## src/rtl/slink_apb_pkg.sv

```systemverilog
// slink_apb_pkg: FSM states, default data IDs and payload layout shared by the S-Link APB bridge
package slink_apb_pkg;
  typedef enum logic [1:0] {IDLE, SEND, WAIT_RSP, DONE} state_t;
  localparam logic [7:0] DT_APB_READ      = 8'h30;
  localparam logic [7:0] DT_APB_READ_RSP  = 8'h31;
  localparam logic [7:0] DT_APB_WRITE     = 8'h32;
  localparam logic [7:0] DT_APB_WRITE_RSP = 8'h33;
  localparam int ADDR_LSB   = 0;
  localparam int WDATA_LSB  = 32;
  localparam int RDATA_LSB  = 0;
  localparam int RD_ERR_BIT = 32;
  localparam int WR_ERR_BIT = 0;
  localparam logic [15:0] WR_WC = 16'd8;
  localparam logic [15:0] RD_WC = 16'd4;
endpackage

```

## src/rtl/slink_apb_tgt_bridge.sv

```systemverilog
// slink_apb_tgt_bridge: APB target that tunnels each access as an S-Link request/response packet pair
module slink_apb_tgt_bridge
  import slink_apb_pkg::*;
#(
  parameter int TX_APP_DATA_WIDTH = 128,
  parameter int RX_APP_DATA_WIDTH = 128,
  parameter logic [7:0] APB_WRITE_DT = DT_APB_WRITE,
  parameter logic [7:0] APB_READ_DT = DT_APB_READ,
  parameter logic [7:0] APB_WRITE_RSP_DT = DT_APB_WRITE_RSP,
  parameter logic [7:0] APB_READ_RSP_DT = DT_APB_READ_RSP,
  parameter int RSP_TIMEOUT = 1024
) (
  input  logic                         apb_clk,
  input  logic                         apb_reset,
  input  logic [31:0]                  apb_paddr,
  input  logic                         apb_pwrite,
  input  logic                         apb_psel,
  input  logic                         apb_penable,
  input  logic [31:0]                  apb_pwdata,
  output logic [31:0]                  apb_prdata,
  output logic                         apb_pready,
  output logic                         apb_pslverr,
  input  logic                         enable,
  output logic                         tx_sop,
  output logic [7:0]                   tx_data_id,
  output logic [15:0]                  tx_word_count,
  output logic [TX_APP_DATA_WIDTH-1:0] tx_app_data,
  input  logic                         tx_advance,
  input  logic                         rx_sop,
  input  logic [7:0]                   rx_data_id,
  input  logic [15:0]                  rx_word_count,
  input  logic [RX_APP_DATA_WIDTH-1:0] rx_app_data,
  input  logic                         rx_valid,
  input  logic                         rx_crc_corrupted
);
  localparam int TW = $clog2(RSP_TIMEOUT + 1);
  state_t state, state_nxt;
  logic [31:0] addr_q, wdata_q, rdata_q, rdata_nxt;
  logic wr_q, err_q, err_nxt, rsp_hit, tmo;
  logic [TW-1:0] tcnt;
  logic unused_rx;
  assign unused_rx = ^{rx_word_count, rx_app_data};
  assign rsp_hit = rx_sop & rx_valid & (rx_data_id == (wr_q ? APB_WRITE_RSP_DT : APB_READ_RSP_DT));
  assign tmo = tcnt == TW'(RSP_TIMEOUT - 1);
  always_comb begin
    state_nxt = state;
    rdata_nxt = rdata_q;
    err_nxt = err_q;
    case (state)
      IDLE: if (apb_psel) begin
        state_nxt = enable ? SEND : DONE;
        rdata_nxt = '0;
        err_nxt = !enable;
      end
      SEND: if (tx_advance) state_nxt = WAIT_RSP;
      WAIT_RSP: if (rsp_hit) begin
        state_nxt = DONE;
        rdata_nxt = (rx_crc_corrupted | wr_q) ? '0 : rx_app_data[RDATA_LSB +: 32];
        err_nxt = rx_crc_corrupted | (wr_q ? rx_app_data[WR_ERR_BIT] : rx_app_data[RD_ERR_BIT]);
      end else if (tmo) begin
        state_nxt = DONE;
        rdata_nxt = '0;
        err_nxt = 1'b1;
      end
      DONE: if (apb_psel & apb_penable) state_nxt = IDLE;
      default: state_nxt = IDLE;
    endcase
  end
  always_ff @(posedge apb_clk or posedge apb_reset) begin
    if (apb_reset) begin
      state <= IDLE;
      addr_q <= '0;
      wdata_q <= '0;
      wr_q <= 1'b0;
      rdata_q <= '0;
      err_q <= 1'b0;
      tcnt <= '0;
    end else begin
      state <= state_nxt;
      rdata_q <= rdata_nxt;
      err_q <= err_nxt;
      tcnt <= state == SEND ? '0 : state == WAIT_RSP ? tcnt + 1'b1 : tcnt;
      if (state == IDLE && apb_psel && enable) begin
        addr_q <= apb_paddr;
        wdata_q <= apb_pwdata;
        wr_q <= apb_pwrite;
      end
    end
  end
  assign tx_sop = state == SEND;
  assign tx_data_id = tx_sop ? (wr_q ? APB_WRITE_DT : APB_READ_DT) : '0;
  assign tx_word_count = tx_sop ? (wr_q ? WR_WC : RD_WC) : '0;
  always_comb begin
    tx_app_data = '0;
    if (tx_sop) begin
      tx_app_data[ADDR_LSB +: 32] = addr_q;
      if (wr_q) tx_app_data[WDATA_LSB +: 32] = wdata_q;
    end
  end
  // Response fields are only visible during the completing cycle
  assign apb_pready = (state == DONE) & apb_psel & apb_penable;
  assign apb_prdata = apb_pready ? rdata_q : '0;
  assign apb_pslverr = apb_pready & err_q;
endmodule

```

## config.mk

```make
export PLATFORM = sky130hd
export DESIGN_NAME = slink_apb_tgt_bridge
export DESIGN_NICKNAME = d
export VERILOG_FILES = /design/src/rtl/slink_apb_pkg.sv /design/src/rtl/slink_apb_tgt_bridge.sv
export SDC_FILE = /design/constraint.sdc
export NUM_CORES = 1
export LEC_CHECK = 0
export CAP_MARGIN = 20
export CORE_MARGIN = 10
export CORE_UTILIZATION = 25
export CTS_CLUSTER_SIZE = 10
export DETAILED_ROUTE_END_ITERATION = 16
export GPL_TIMING_DRIVEN = 0
export PLACE_DENSITY_LB_ADDON = 0.08
export SYNTH_ARGS = -nofsm -noshare
export SYNTH_HDL_FRONTEND = slang
export SYNTH_SLANG_ARGS = --single-unit
```

## constraint.sdc

```tcl
create_clock -name apb_clk -period 10.3 [get_ports apb_clk]
set_clock_uncertainty 0.05 [all_clocks]
set_input_delay 1.545 -clock apb_clk [delete_from_list [all_inputs] [get_ports apb_clk]]
set_output_delay 1.545 -clock apb_clk [all_outputs]
set_load 0.05 [all_outputs]
```

**After elaboration in Yosys (flattened, before gate mapping)**

Index checks and enable logic that the tools add are counted.

- Output and inout port bits: 187
- Word-level logic and storage cells: 60
- Register bits after elaboration: 111

- Equality and inequality tests: 9
- Reductions and logical operators: 8
- Mux-type cells: 27
- Add/subtract/negate cells: 1
- Bitwise operators: 8

Operators by type and width:

| cell | count |
|---|---|
| 32-bit two-way mux | 6 |
| 64-bit two-way mux | 1 |
| 32-bit one-hot mux with 2 select lines | 1 |
| 11-bit two-way mux | 2 |
| 2-bit two-way mux | 8 |
| 11-bit by 1-bit adder with 11-bit output (second input constant) | 1 |
| 11-bit by 10-bit == test with 1-bit output (second input constant) | 1 |
| 8-bit by 6-bit == test with 1-bit output | 1 |
| 4-bit two-way mux | 2 |
| 2-bit one-hot mux with 4 select lines | 1 |
| 1-bit bitwise AND | 6 |
| 6-bit two-way mux | 1 |
| 2-bit == test (second input constant) | 2 |
| 1-bit two-way mux | 4 |
| 2-bit != test (second input constant) | 2 |
| 4-bit AND reduction | 1 |
| 2-bit nonzero test | 2 |
| 3-bit != test (second input constant) | 1 |
| 3-bit AND reduction | 1 |
| 2-bit by 1-bit == test with 1-bit output (second input constant) | 1 |
| 1-bit logical AND | 2 |
| 2-bit logical NOT | 1 |
| 2-bit by 1-bit != test with 1-bit output (second input constant) | 1 |
| 1-bit OR | 2 |
| 2 further kinds | 2 |

**Depth between registers and ports, before layout**

Gate-level depths: netlist of the first run.

- Depth after elaboration: 5
- Gate-level depth with buffers: 7
- Gate-level depth less buffers: 6

**Least setup slack after synthesis of the first run**

No wires, ideal clock.

- Path type: input port to output port
- Start point: input apb_penable
- End point: output apb_prdata[22]
- Setup slack: 5.745 ns
- Data required time: 8.705 ns
- Cell stages on the path: 4
- Buffers on the path: 2
- Arrival time: 2.960 ns
- Path through: and3_1 -> clkbuf_1 -> clkbuf_1 -> and2_1

- Longest elaborated chain between the ends: 2

RTL lines:

| item | RTL line | RTL |
|---|---|---|
| start: declaration | slink_apb_tgt_bridge.sv:18 | `input logic apb_penable,` |
| 1-bit bitwise AND | slink_apb_tgt_bridge.sv:101 | `assign apb_pready = (state == DONE) & apb_psel & apb_penable;` |
| named net apb_pready | slink_apb_tgt_bridge.sv:21 | `output logic apb_pready,` |
| 32-bit two-way mux | slink_apb_tgt_bridge.sv:102 | `assign apb_prdata = apb_pready ? rdata_q : '0;` |
| end: declaration | slink_apb_tgt_bridge.sv:20 | `output logic [31:0] apb_prdata,` |

The timed path passes the listed nets, and every way through them passes these cells.

**Final worst setup path of the first run**

- Start point: input apb_psel
- End point: output apb_prdata[3]

- Longest elaborated chain between the ends: 3

RTL lines:

| item | RTL line | RTL |
|---|---|---|
| start: declaration | slink_apb_tgt_bridge.sv:17 | `input logic apb_psel,` |
| 1-bit bitwise AND (2 in series) | slink_apb_tgt_bridge.sv:101 |  |
| 32-bit two-way mux | slink_apb_tgt_bridge.sv:102 |  |

Every way passes these cells.

==> results of run 1 <==
worst max-delay path, cell delays in order:
cell             delay (ps)
clkdlybuf4s50_1         540
and3_1                  170
clkbuf_1                250
clkbuf_1                340
and2_1                  180
clkdlybuf4s50_1         840
cells in the mapped netlist, types with 2 or more instances:
library cell	number	area, µm²
ha_1	6	75.1
dfrtp_1	111	2780
buf_6	3	33.8
nor4_1	4	25.0
a21oi_1	8	40.0
nand2_1	6	22.5
and3_1	33	206
buf_4	89	668
nor3_1	3	15.0
inv_1	7	26.3
nor2_1	8	30.0
clkbuf_1	18	67.6
a22o_1	33	289
nand3_1	5	25.0
mux2_2	67	754
mux2i_1	3	30.0
nand4_1	2	12.5
and2_1	66	413
buf_2	7	35.0
nor2b_1	2	12.5
o21ai_0	5	25.0
o2bb2ai_1	3	26.3
a32o_1	2	20.0
xnor2_1	4	35.0
kinds of logic (layout without fill, tap and decap cells):
group | Yosys count | in the layout | synth area share [%]
xor+xnor | 5 | 5 | 0.757
buf+inv | 125 | 359 | 14.4
fa+ha+maj | 6 | 6 | 1.30
flops | 111 | 111 | 48.0
other cells | 1 | 83 | 0.0648
mux | 70 | 70 | 13.6
compound gates | 55 | 55 | 7.68
simple gates | 136 | 136 | 14.2
final cells by class:
class,instances,area (µm²)
timing repair buffer,219,2210
clock buffer,10,229
clock inverter,5,42.5
multi-input combinational,355,2480
buffer,117,805
fill,2230,13800
tap,285,357
inverter,8,35.0
sequential,111,2780
metal layers:
| layer | global-route usage, % | wire length [µm] |
|---|---|---|
| met2 | 18.9 | 8370 |
| met4 | 3.30 | 229 |
| met3 | 7.18 | 2840 |
| met1 | 14.4 | 7740 |
| met5 | 0 | 13 |
sequential cells by signal (all words and copies together), names as in the netlist:
register	count
addr_q	32
wr_q	1
state	2
tcnt	11
rdata_q	32
wdata_q	32
err_q	1
stage by stage:
stage	total power, mW	utilization (%)
after floorplan	1.39	-
after global placement	1.70	38.0
after detailed placement	1.72	38.2
after CTS	2.08	39.4
after global routing	2.17	39.4
final	2.04	39.4
power groups by stage:
stage | clock network [mW] | registers, mW | logic [mW]
2_1_floorplan | 0 | 0.639 | 0.748
3_3_place_gp | 0 | 0.654 | 1.04
3_5_place_dp | 0 | 0.664 | 1.05
4_1_cts | 0.361 | 0.656 | 1.06
5_1_grt | 0.376 | 0.675 | 1.12
6_report | 0.340 | 0.655 | 1.04
path summary, 6_finish.rpt:
check | end | slack (ps) | cells after the start | startpoint
min reg2reg | err_q | 440 | 1 | err_q
max | apb_prdata[3] | 4830 | 6 | apb_psel
max reg2reg | addr_q[8] | 8060 | 6 | state[0]
max in group asynchronous | addr_q[5] | 7960 | 3 | apb_reset
min | err_q | 440 | 1 | err_q
min in group asynchronous | rdata_q[8] | 1550 | 2 | apb_reset
==> impl_results.md, run 1 <==
* Clock Path Buffers at 2
* Register area share after synthesis at 48.0%
* Clk_lat worst skew at ~350 ps
* Hold_buf cts at 0
* CTS tree: yes
* TritonCTS buffer count at 9
* #FFs+latches synth at 111
* Top Ports at 413
* Initial antenna violation count at 1
* Final nets at roughly 1100
* CP endpoint kind: output pin
* Number of synthesized flops with an enable pin at 0
* Unrepaired setup endpoints after global routing: false
* Sw frac at 43.3%
* Total gr overflow at 0
* Routability Congestion at 0.765
* First-pass GRT wire length at roughly 29000 µm
* Cell Area, Synth at 5790 µm²
* Critical path data required time at 8710 ps
* GRT Total Usage at 12.4%
* Sw power at between 800 and 900 µW
* Port bufs at 218
* Worst-path clk slew at roughly 70 ps
* Setup bufs post-CTS at 0
* Share of layout cells above drive strength 1 at a little under a quarter
* Pleak at 4.14 nW
* Worst slack, placed at about 4800 ps
* DR pass1 iterations at 4
* Rows at 55
* Fin cells at 1110
* Core area at 22700 µm²
* Crit path DAT at 3870 ps
* # diodes at 0
* Slew Limit Fails at 0
* Worst Slack Setup Final at approximately 4800 ps
* Crit path time final at roughly 5500 ps
* P_int at 1.16 mW
* Total detailed-routing wirelength at approximately 19000 µm
* Dpl hpwl at 15300 µm
* Clock power share at about 17%
* Total negative slack at 0 ps
* Avg Cell Area, Syn at 11.4 µm²
* Vias per inst at 4.12
* Vias at 4570
* Vert. Die Dim at roughly 170 µm
* Combinational group share of total power at 51.2%
* Die Area at 29600 µm²
* PwrDens at 228 nW/µm²
* Highest clock rate at around 180 MHz
* Synth cell types at 38
* Post-DP Area at around 8700 µm²
* Crit-path max FO at 10
* WL/cell at 17.3 µm
* Initial drt markers at 185
* CP Class: primary input to output pin
* Async SR Flop Fraction at 100%
* Post-route ant nets at 0
* Yosys warnings at 0
* CTS root buf: clkbuf_16
* Max-cap check violation count at 0
* Placed Cells at 1095
* Final hold viol count at 0
* Fin crit share at 53.1%
* Clk sinks at roughly 110
* Top FF cell, synth: dfrtp_1
* Synth Instances at 509
* Status: finished clean
* VDD IR-drop max at ~140 µV
* Most frequent cells in the layout: 218 x clkdlybuf4s50_1, 111 x dfrtp_1, 89 x buf_4, 83 x conb_1, 67 x mux2_2
* Final instance area at 8940 µm²
* Initial core utilization at roughly 25%
* Largest net degree at the start of global routing at 66
* Min-Delay Path Class: flop to flop
* Worst Tran Pin Value at 585 ps
* Slew margin rel. at 60.9%
* Vias in the first global route at 4842
* Die span in x at 172 µm
* H-tree Lvls at 3
* Fin Hold WS at 444 ps
* Residual DRC count at 0
* Cts repair resizes at 0
* Area Overhead vs Synth at 54.4%
* CP startpoint kind: primary input
* Final number of setup-violating endpoints at 0
* Reg power frac at 32.1%
* Commonest non-fill, non-tap cell in the layout: clkdlybuf4s50_1
Power figures use the tool's default switching activity.
==> run 2, diff against run 1 <==
==> constraint.sdc (replaced) <==
create_clock -name apb_clk -period 4.42 [get_ports apb_clk]
set_clock_uncertainty 0.05 [all_clocks]
set_input_delay 0.663 -clock apb_clk [delete_from_list [all_inputs] [get_ports apb_clk]]
set_output_delay 0.663 -clock apb_clk [all_outputs]
set_load 0.05 [all_outputs]
==> results of run 2 <==
The final DEF is identical to that of run 1. Status: finished clean.
Among the figures that moved: setup slack after placement 4790 ps -> 672 ps; setup slack after layout 4830 ps -> 469 ps; start point of the critical path apb_psel -> state[1]; end point of the critical path apb_prdata[3] -> tx_word_count[3]; register-to-register setup slack 8060 ps -> 2180 ps; total power 2.04 mW -> 4.75 mW; worst IR drop on VDD 136 µV -> 317 µV
